===== config.mk =====
export PLATFORM = sky130hd
export DESIGN_NAME = sdma_req_scheduler_flat
export DESIGN_NICKNAME = d
export VERILOG_FILES = /design/src/rtl/sdma_req_scheduler_if.sv /design/src/rtl/sdma_req_scheduler.sv /design/src/flat_wrapper.sv
export SDC_FILE = /design/constraint.sdc
export NUM_CORES = 1
export LEC_CHECK = 0
export BUFFER_PORTS_ARGS = -buffer_cell sky130_fd_sc_hd__buf_4
export CORE_ASPECT_RATIO = 0.5
export CORE_MARGIN = 3
export CORE_UTILIZATION = 27
export CTS_CLUSTER_DIAMETER = 30
export DETAILED_ROUTE_END_ITERATION = 8
export GPL_TIMING_DRIVEN = 0
export SLEW_MARGIN = 20
export SYNTH_ARGS = -nofsm -noshare
export SYNTH_HDL_FRONTEND = slang
export SYNTH_SLANG_ARGS = --single-unit

===== constraint.sdc =====
create_clock -name WB_CLK -period 3.13 [get_ports WB_CLK]
set_clock_uncertainty 0.1 [all_clocks]
set_input_delay 0.1565 -clock WB_CLK [delete_from_list [all_inputs] [get_ports WB_CLK]]
set_output_delay 0.1565 -clock WB_CLK [all_outputs]
set_load 0.05 [all_outputs]

===== src/rtl/sdma_req_scheduler_if.sv =====
// SDMA engine request port between the scheduler and the cell macro.
// Handshake: SDMA_Req is the one-hot "valid" held by the master; SDMA_Active[k] is the engine's
// acceptance of channel k, and SDMA_Done[k] pulses once when that transfer completes.
interface sdma_req_scheduler_if #(
   parameter int NUM_CH = 4
);
   logic [NUM_CH-1:0] SDMA_Req;
   logic [NUM_CH-1:0] SDMA_Active;
   logic [NUM_CH-1:0] SDMA_Done;

   modport master (output SDMA_Req, input SDMA_Active, input SDMA_Done);
   modport slave  (input SDMA_Req, output SDMA_Active, output SDMA_Done);
endinterface


===== src/rtl/sdma_req_scheduler.sv =====
// Round-robin scheduler sharing one SDMA engine among NUM_CH fabric requesters,
// with request timeout/abort and a holdoff gap after each grant.
module sdma_req_scheduler #(
   parameter int NUM_CH      = 4,
   parameter int TO_WIDTH    = 8,
   parameter int REQ_TIMEOUT = 200,
   parameter int HOLDOFF     = 2
) (
   input  logic                 WB_CLK,
   input  logic                 WB_RST_n,
   input  logic [NUM_CH-1:0]    req_i,
   input  logic [NUM_CH-1:0]    en_i,
   input  logic [NUM_CH-1:0]    err_clr_i,
   sdma_req_scheduler_if.master sdma,
   output logic [NUM_CH-1:0]    grant_o,
   output logic [NUM_CH-1:0]    done_o,
   output logic [NUM_CH-1:0]    to_err_o,
   output logic                 busy_o,
   output logic [1:0]           dbg_state_o
);
   localparam int CW = $clog2(NUM_CH);
   localparam int HW = (HOLDOFF > 1) ? $clog2(HOLDOFF) : 1;
   localparam logic [TO_WIDTH-1:0] TO_LAST = TO_WIDTH'(REQ_TIMEOUT - 1);
   localparam logic [HW-1:0] HOLD_LAST = (HOLDOFF == 0) ? '0 : HW'(HOLDOFF - 1);

   typedef enum logic [1:0] {IDLE = 2'd0, REQ = 2'd1, ACTIVE = 2'd2, HOLD = 2'd3} state_t;
   localparam state_t EXIT_STATE = (HOLDOFF == 0) ? IDLE : HOLD;

   state_t              state_q;
   logic [CW-1:0]       g_q;
   logic [CW-1:0]       ptr_q;
   logic [TO_WIDTH-1:0] timer_q;
   logic [HW-1:0]       hold_cnt_q;
   logic [NUM_CH-1:0]   sdma_req_q;
   logic [NUM_CH-1:0]   grant_q;
   logic [NUM_CH-1:0]   done_q;
   logic [NUM_CH-1:0]   to_err_q;
   logic                busy_q;

   logic [NUM_CH-1:0]   eligible;
   logic [NUM_CH-1:0]   g_oh;
   logic [NUM_CH-1:0]   pick_oh;
   logic [NUM_CH-1:0]   to_set;
   logic [CW-1:0]       pick;
   logic [CW-1:0]       ptr_next;
   logic [CW:0]         idx;
   logic                pick_valid;

   assign eligible = req_i & en_i;
   assign g_oh     = NUM_CH'(1) << g_q;
   assign pick_oh  = NUM_CH'(1) << pick;
   assign ptr_next = (g_q == CW'(NUM_CH - 1)) ? '0 : g_q + CW'(1);

   // Scan descending so the smallest offset from ptr_q is the last (winning) assignment.
   always_comb begin
      pick_valid = 1'b0;
      pick       = '0;
      idx        = '0;
      for (int i = NUM_CH - 1; i >= 0; i--) begin
         idx = {1'b0, ptr_q} + (CW + 1)'(i);
         if (idx >= (CW + 1)'(NUM_CH)) idx = idx - (CW + 1)'(NUM_CH);
         if (eligible[idx[CW-1:0]]) begin
            pick_valid = 1'b1;
            pick       = idx[CW-1:0];
         end
      end
   end

   always_comb begin
      to_set = '0;
      if (state_q == REQ && !sdma.SDMA_Done[g_q] && !sdma.SDMA_Active[g_q] &&
          en_i[g_q] && timer_q == TO_LAST)
         to_set = g_oh;
   end

   always_ff @(posedge WB_CLK or negedge WB_RST_n) begin
      if (!WB_RST_n) begin
         state_q    <= IDLE;
         g_q        <= '0;
         ptr_q      <= '0;
         timer_q    <= '0;
         hold_cnt_q <= '0;
         sdma_req_q <= '0;
         grant_q    <= '0;
         done_q     <= '0;
         to_err_q   <= '0;
         busy_q     <= 1'b0;
      end else begin
         done_q   <= '0;
         // A timeout set in the same cycle as a clear must survive.
         to_err_q <= (to_err_q & ~err_clr_i) | to_set;
         case (state_q)
            IDLE: begin
               if (pick_valid) begin
                  state_q    <= REQ;
                  g_q        <= pick;
                  sdma_req_q <= pick_oh;
                  grant_q    <= pick_oh;
                  timer_q    <= '0;
                  busy_q     <= 1'b1;
               end
            end
            REQ: begin
               timer_q <= timer_q + TO_WIDTH'(1);
               if (sdma.SDMA_Done[g_q]) begin
                  sdma_req_q <= '0;
                  grant_q    <= '0;
                  done_q     <= g_oh;
                  state_q    <= EXIT_STATE;
                  busy_q     <= (EXIT_STATE != IDLE);
                  hold_cnt_q <= '0;
                  ptr_q      <= ptr_next;
               end else if (sdma.SDMA_Active[g_q]) begin
                  sdma_req_q <= '0;
                  state_q    <= ACTIVE;
               end else if (!en_i[g_q] || timer_q == TO_LAST) begin
                  sdma_req_q <= '0;
                  grant_q    <= '0;
                  state_q    <= EXIT_STATE;
                  busy_q     <= (EXIT_STATE != IDLE);
                  hold_cnt_q <= '0;
                  ptr_q      <= ptr_next;
               end
            end
            ACTIVE: begin
               if (sdma.SDMA_Done[g_q]) begin
                  grant_q    <= '0;
                  done_q     <= g_oh;
                  state_q    <= EXIT_STATE;
                  busy_q     <= (EXIT_STATE != IDLE);
                  hold_cnt_q <= '0;
                  ptr_q      <= ptr_next;
               end
            end
            HOLD: begin
               if (hold_cnt_q == HOLD_LAST) begin
                  state_q <= IDLE;
                  busy_q  <= 1'b0;
               end else begin
                  hold_cnt_q <= hold_cnt_q + HW'(1);
               end
            end
            default: state_q <= IDLE;
         endcase
      end
   end

   assign sdma.SDMA_Req = sdma_req_q;
   assign grant_o       = grant_q;
   assign done_o        = done_q;
   assign to_err_o      = to_err_q;
   assign busy_o        = busy_q;
   assign dbg_state_o   = state_q;
endmodule

===== src/flat_wrapper.sv =====
// flat-port wrapper written by rule: the top's interface ports become plain ports
module sdma_req_scheduler_flat 
#(
   parameter int NUM_CH      = 4,
   parameter int TO_WIDTH    = 8,
   parameter int REQ_TIMEOUT = 200,
   parameter int HOLDOFF     = 2
)
  (WB_CLK, WB_RST_n, req_i, en_i, err_clr_i, grant_o, done_o, to_err_o, busy_o, dbg_state_o, sdma_SDMA_Req, sdma_SDMA_Active, sdma_SDMA_Done);
  sdma_req_scheduler_if #(.NUM_CH(NUM_CH)) sdma_i ();
  input  logic WB_CLK;
  input  logic WB_RST_n;
  input  logic [NUM_CH-1:0] req_i;
  input  logic [NUM_CH-1:0] en_i;
  input  logic [NUM_CH-1:0] err_clr_i;
  output logic [NUM_CH-1:0] grant_o;
  output logic [NUM_CH-1:0] done_o;
  output logic [NUM_CH-1:0] to_err_o;
  output logic busy_o;
  output logic [1:0] dbg_state_o;
  output wire logic [$bits(sdma_i.SDMA_Req)-1:0] sdma_SDMA_Req;
  input wire logic [$bits(sdma_i.SDMA_Active)-1:0] sdma_SDMA_Active;
  input wire logic [$bits(sdma_i.SDMA_Done)-1:0] sdma_SDMA_Done;
  assign sdma_SDMA_Req = sdma_i.SDMA_Req;
  assign sdma_i.SDMA_Active = sdma_SDMA_Active;
  assign sdma_i.SDMA_Done = sdma_SDMA_Done;
  sdma_req_scheduler #(.NUM_CH(NUM_CH), .TO_WIDTH(TO_WIDTH), .REQ_TIMEOUT(REQ_TIMEOUT), .HOLDOFF(HOLDOFF)) u_core (.WB_CLK(WB_CLK), .WB_RST_n(WB_RST_n), .req_i(req_i), .en_i(en_i), .err_clr_i(err_clr_i), .sdma(sdma_i), .grant_o(grant_o), .done_o(done_o), .to_err_o(to_err_o), .busy_o(busy_o), .dbg_state_o(dbg_state_o));
endmodule

==> flow_summary_export.csv <==
group,metric,value,unit
run_status,status,"finished, final reports clean",
floorplan,num_rows,20,
finish,syn2layout_area_growth,35.4,%
grt,grt_pass1_vias,1524,
sta,timing.final.ws_setup,0.668,ns
floorplan,die_w,122,microns
grt,grt_pass1_wl,7220,microns
placement,placed_cell_area,2230,sq um
route,num_vias,1561,
route,wl_per_cell,13.2,microns
cts,cts_buffers,5,
grt,grt_antenna_before_repair,0,
power_and_ir_drop,power_leakage,1.14,nW
placement,pre_cts_ws,0.673,ns
cts,cts_hold_buf,5,
power_and_ir_drop,power_per_cell_area,959,nW/um^2
cts,h-tree-depth,2,
worst_setup_path,cp-end-kind,"flop",
worst_setup_path,path_class,"flop to flop",
sta,period_share,0.786,
worst_setup_path,cpPeakStageDelay,0.65,ns
grt,grtUsageTotal,0.116,
route,drt_pass1_iterations,4,
worst_setup_path,path_cells,"mux4_2, or4b_4, o211a_4, a21oi_2, a41oi_2",
cts,cts_setup_buffers,0,
route,initialDrtViolationCount,63,
worst_setup_path,cpMaxStageDelayCell,"mux4_2",
floorplan,start_util,0.289,
finish,final_nets,265,
grt,gr-usage-met3,0.0292,
sta,setup_viol,0,
logic_synthesis,syn_inst,182,
finish,n_antenna_cell,0,
finish,final_area,2460,sq um
sta,max_slew.worst_pin.slew,0.611,ns
grt,grtUsageMet1,0.146,
logic_synthesis,ys_seq_area_frac,0.441,
logic_synthesis,syn_area_per_cell,9.98,sq um
cts,clockBufferDepth,2,
grt,gr-total-overflow,0,
grt,use_met2,0.194,
sta,finalHoldViolCount,0,
placement,gp_congestion,0.822,
route,vias_per_cell,4.83,
sta,rsz0062_at_grt,"false",
worst_setup_path,cp_max_fo,9,
floorplan,die_h,64.0,microns
cts,clkTransAtPathRegs,0.05,ns
min_path,hp-class,"input port to flop",
logic_synthesis,synth_commonest_cells,"32 x dfrtp_1, 22 x nand2_1, 15 x inv_1, 15 x o21ai_0, 10 x nor2_1",
logic_synthesis,synth_cell_types,45,
logic_synthesis,synth_enable_flop_cells,0,
worst_setup_path,cp.required,3.17,ns
logic_synthesis,async_flop_share,1.00,
placement,numPortBuffers,40,
logic_synthesis,syn-cell-area,1820,sq um
route,antenna_left,0,
cts,cts.sinks,32,
sta,fin_setup_tns,0,ns
finish,postLayoutCoreUtil,0.391,
cts,clock_latency,0.28,ns
logic_synthesis,synth_top_area_frac,0.441,
logic_synthesis,syn_nets,213,
logic_synthesis,synth_area_leader_cell,"dfrtp_1",
logic_synthesis,yosysWarnings,0,
placement,dp_hpwl,3260,microns
power_and_ir_drop,power.total,2.36,mW
route,drcViolationCount,0,
sta,slew_violations,0,
route,finalWirelength,4260,microns
logic_synthesis,synth-seq-cells,32,
job,maxCapViolations,0,
logic_synthesis,synth_ff_type,"dfrtp_1",
cts,cts_tree,"yes",
sta,fmax,0.406,GHz
floorplan,ioPinCount,41,
sta,fin_crit,2.46,ns
logic_synthesis,synth_area_leaders,"dfrtp_1 44%, ha_1 6.2%, nand2_1 4.5%",
worst_setup_path,crit_path_start_kind,"flop",
finish,drive_gt1_frac,0.277,
cts,cts_resized,0,
grt,grt_max_degree,33,
power_and_ir_drop,ir_worst_vdd,0.000328,V
floorplan,coreArea,6280,sq um
grt,busiest_layer,"met2",
logic_synthesis,synth_most_common_cell,"dfrtp_1",
floorplan,dieArea,7800,sq um
sta,maxSlewHeadroom,0.587,
cts,root_buffer,"clkbuf_16",
worst_setup_path,critPathArrivalTime,2.50,ns
[per-layer routing]
layer	wire length, microns	share of wire
met5	0	0
met4	74	0.017
met3	152	0.036
met2	2170	0.51
met1	1860	0.44
[power breakdown]
group / internal, mW / total, mW / switching, mW
Combinational: 0.442 / 1.15 / 0.711
Sequential: 0.524 / 0.617 / 0.0933
Clock: 0.418 / 0.589 / 0.170
Total: 1.38 / 2.36 / 0.975
[cell families after synthesis]
kind of cell,Yosys count,share of synthesized area
AOI/OAI and AO/OA,50,0.195
xor gates and xnor gates,3,0.0145
adders and majority gates,9,0.0620
buffers and inverters,18,0.0372
DFF,32,0.441
muxes,11,0.0861
and+or+nand+nor,59,0.164
[area by class of cell]
class	instances	area [sq um]
plain buffers	3	11.3
well taps	88	110
clock inverters	1	30.0
fillers	621	3820
multi-input cells	132	947
flip-flops and latches	32	801
repair buffers	45	350
clock buffers	7	153
inverters	15	56.3
[worst max-delay path: cells and delay by family (launching register included)]
family | cells | cell delay (ns)
DFF | 1 | 0.52
muxes | 1 | 0.65
AOI/OAI and AO/OA | 3 | 0.47
and+or+nand+nor | 1 | 0.59
[metrics by stage]
| step | cells | hold WS, ns |
|---|---|---|
| global route | 323 | 0.282 |
| CTS | 323 | 0.232 |
| global placement | 310 | 0.0178 |
| detailed placement | 310 | 0.0220 |
| finish | 323 | 0.234 |
| floorplan | 182 | -0.239 |
[registers in the layout, indices dropped and copies added, names as in the netlist, 2 cells and up]
register,cells
u_core.dbg_state_o,2
u_core.to_err_o,4
u_core.grant_o,4
u_core.ptr_q,2
u_core.sdma.SDMA_Req,4
u_core.done_o,4
u_core.timer_q,8
u_core.g_q,2
[layout by cell type, fill, tap and decap left out, types with 2 or more instances in the layout]
master | Yosys | final
buf_4 | 0 | 40
dfrtp_1 | 32 | 32
nand2_1 | 22 | 22
inv_1 | 15 | 15
o21ai_0 | 15 | 15
nor2_1 | 10 | 10
a21oi_1 | 9 | 9
ha_1 | 9 | 9
mux2_2 | 7 | 7
and3_1 | 5 | 5
nand3_1 | 5 | 5
clkbuf_16 | 0 | 5
dlygate4sd3_1 | 0 | 5
nand4_1 | 4 | 4
clkbuf_1 | 3 | 3
mux4_2 | 3 | 3
nor2b_1 | 3 | 3
a22o_1 | 3 | 3
o31ai_1 | 3 | 3
xor2_1 | 3 | 3
o21a_1 | 2 | 2
nand2b_1 | 2 | 2
o2bb2ai_1 | 2 | 2
clkbuf_8 | 0 | 2
[path summary, 6_finish.rpt]
path                       slack [ns]              start                 endpoint  depth (start not counted)
hold reg to reg                  0.40  u_core.grant_o[2]        u_core.grant_o[2]                          1
setup / recovery                 0.67      u_core.g_q[0]    u_core.dbg_state_o[0]                          5
hold / removal                   0.23           req_i[0]            u_core.g_q[0]                          4
setup reg to reg                 0.67      u_core.g_q[0]    u_core.dbg_state_o[0]                          5
min in group asynchronous        0.25           WB_RST_n       u_core.to_err_o[0]                          2
max in group asynchronous        2.38           WB_RST_n  u_core.sdma.SDMA_Req[2]                          2
Note: power is estimated with default switching activity, not from simulation.
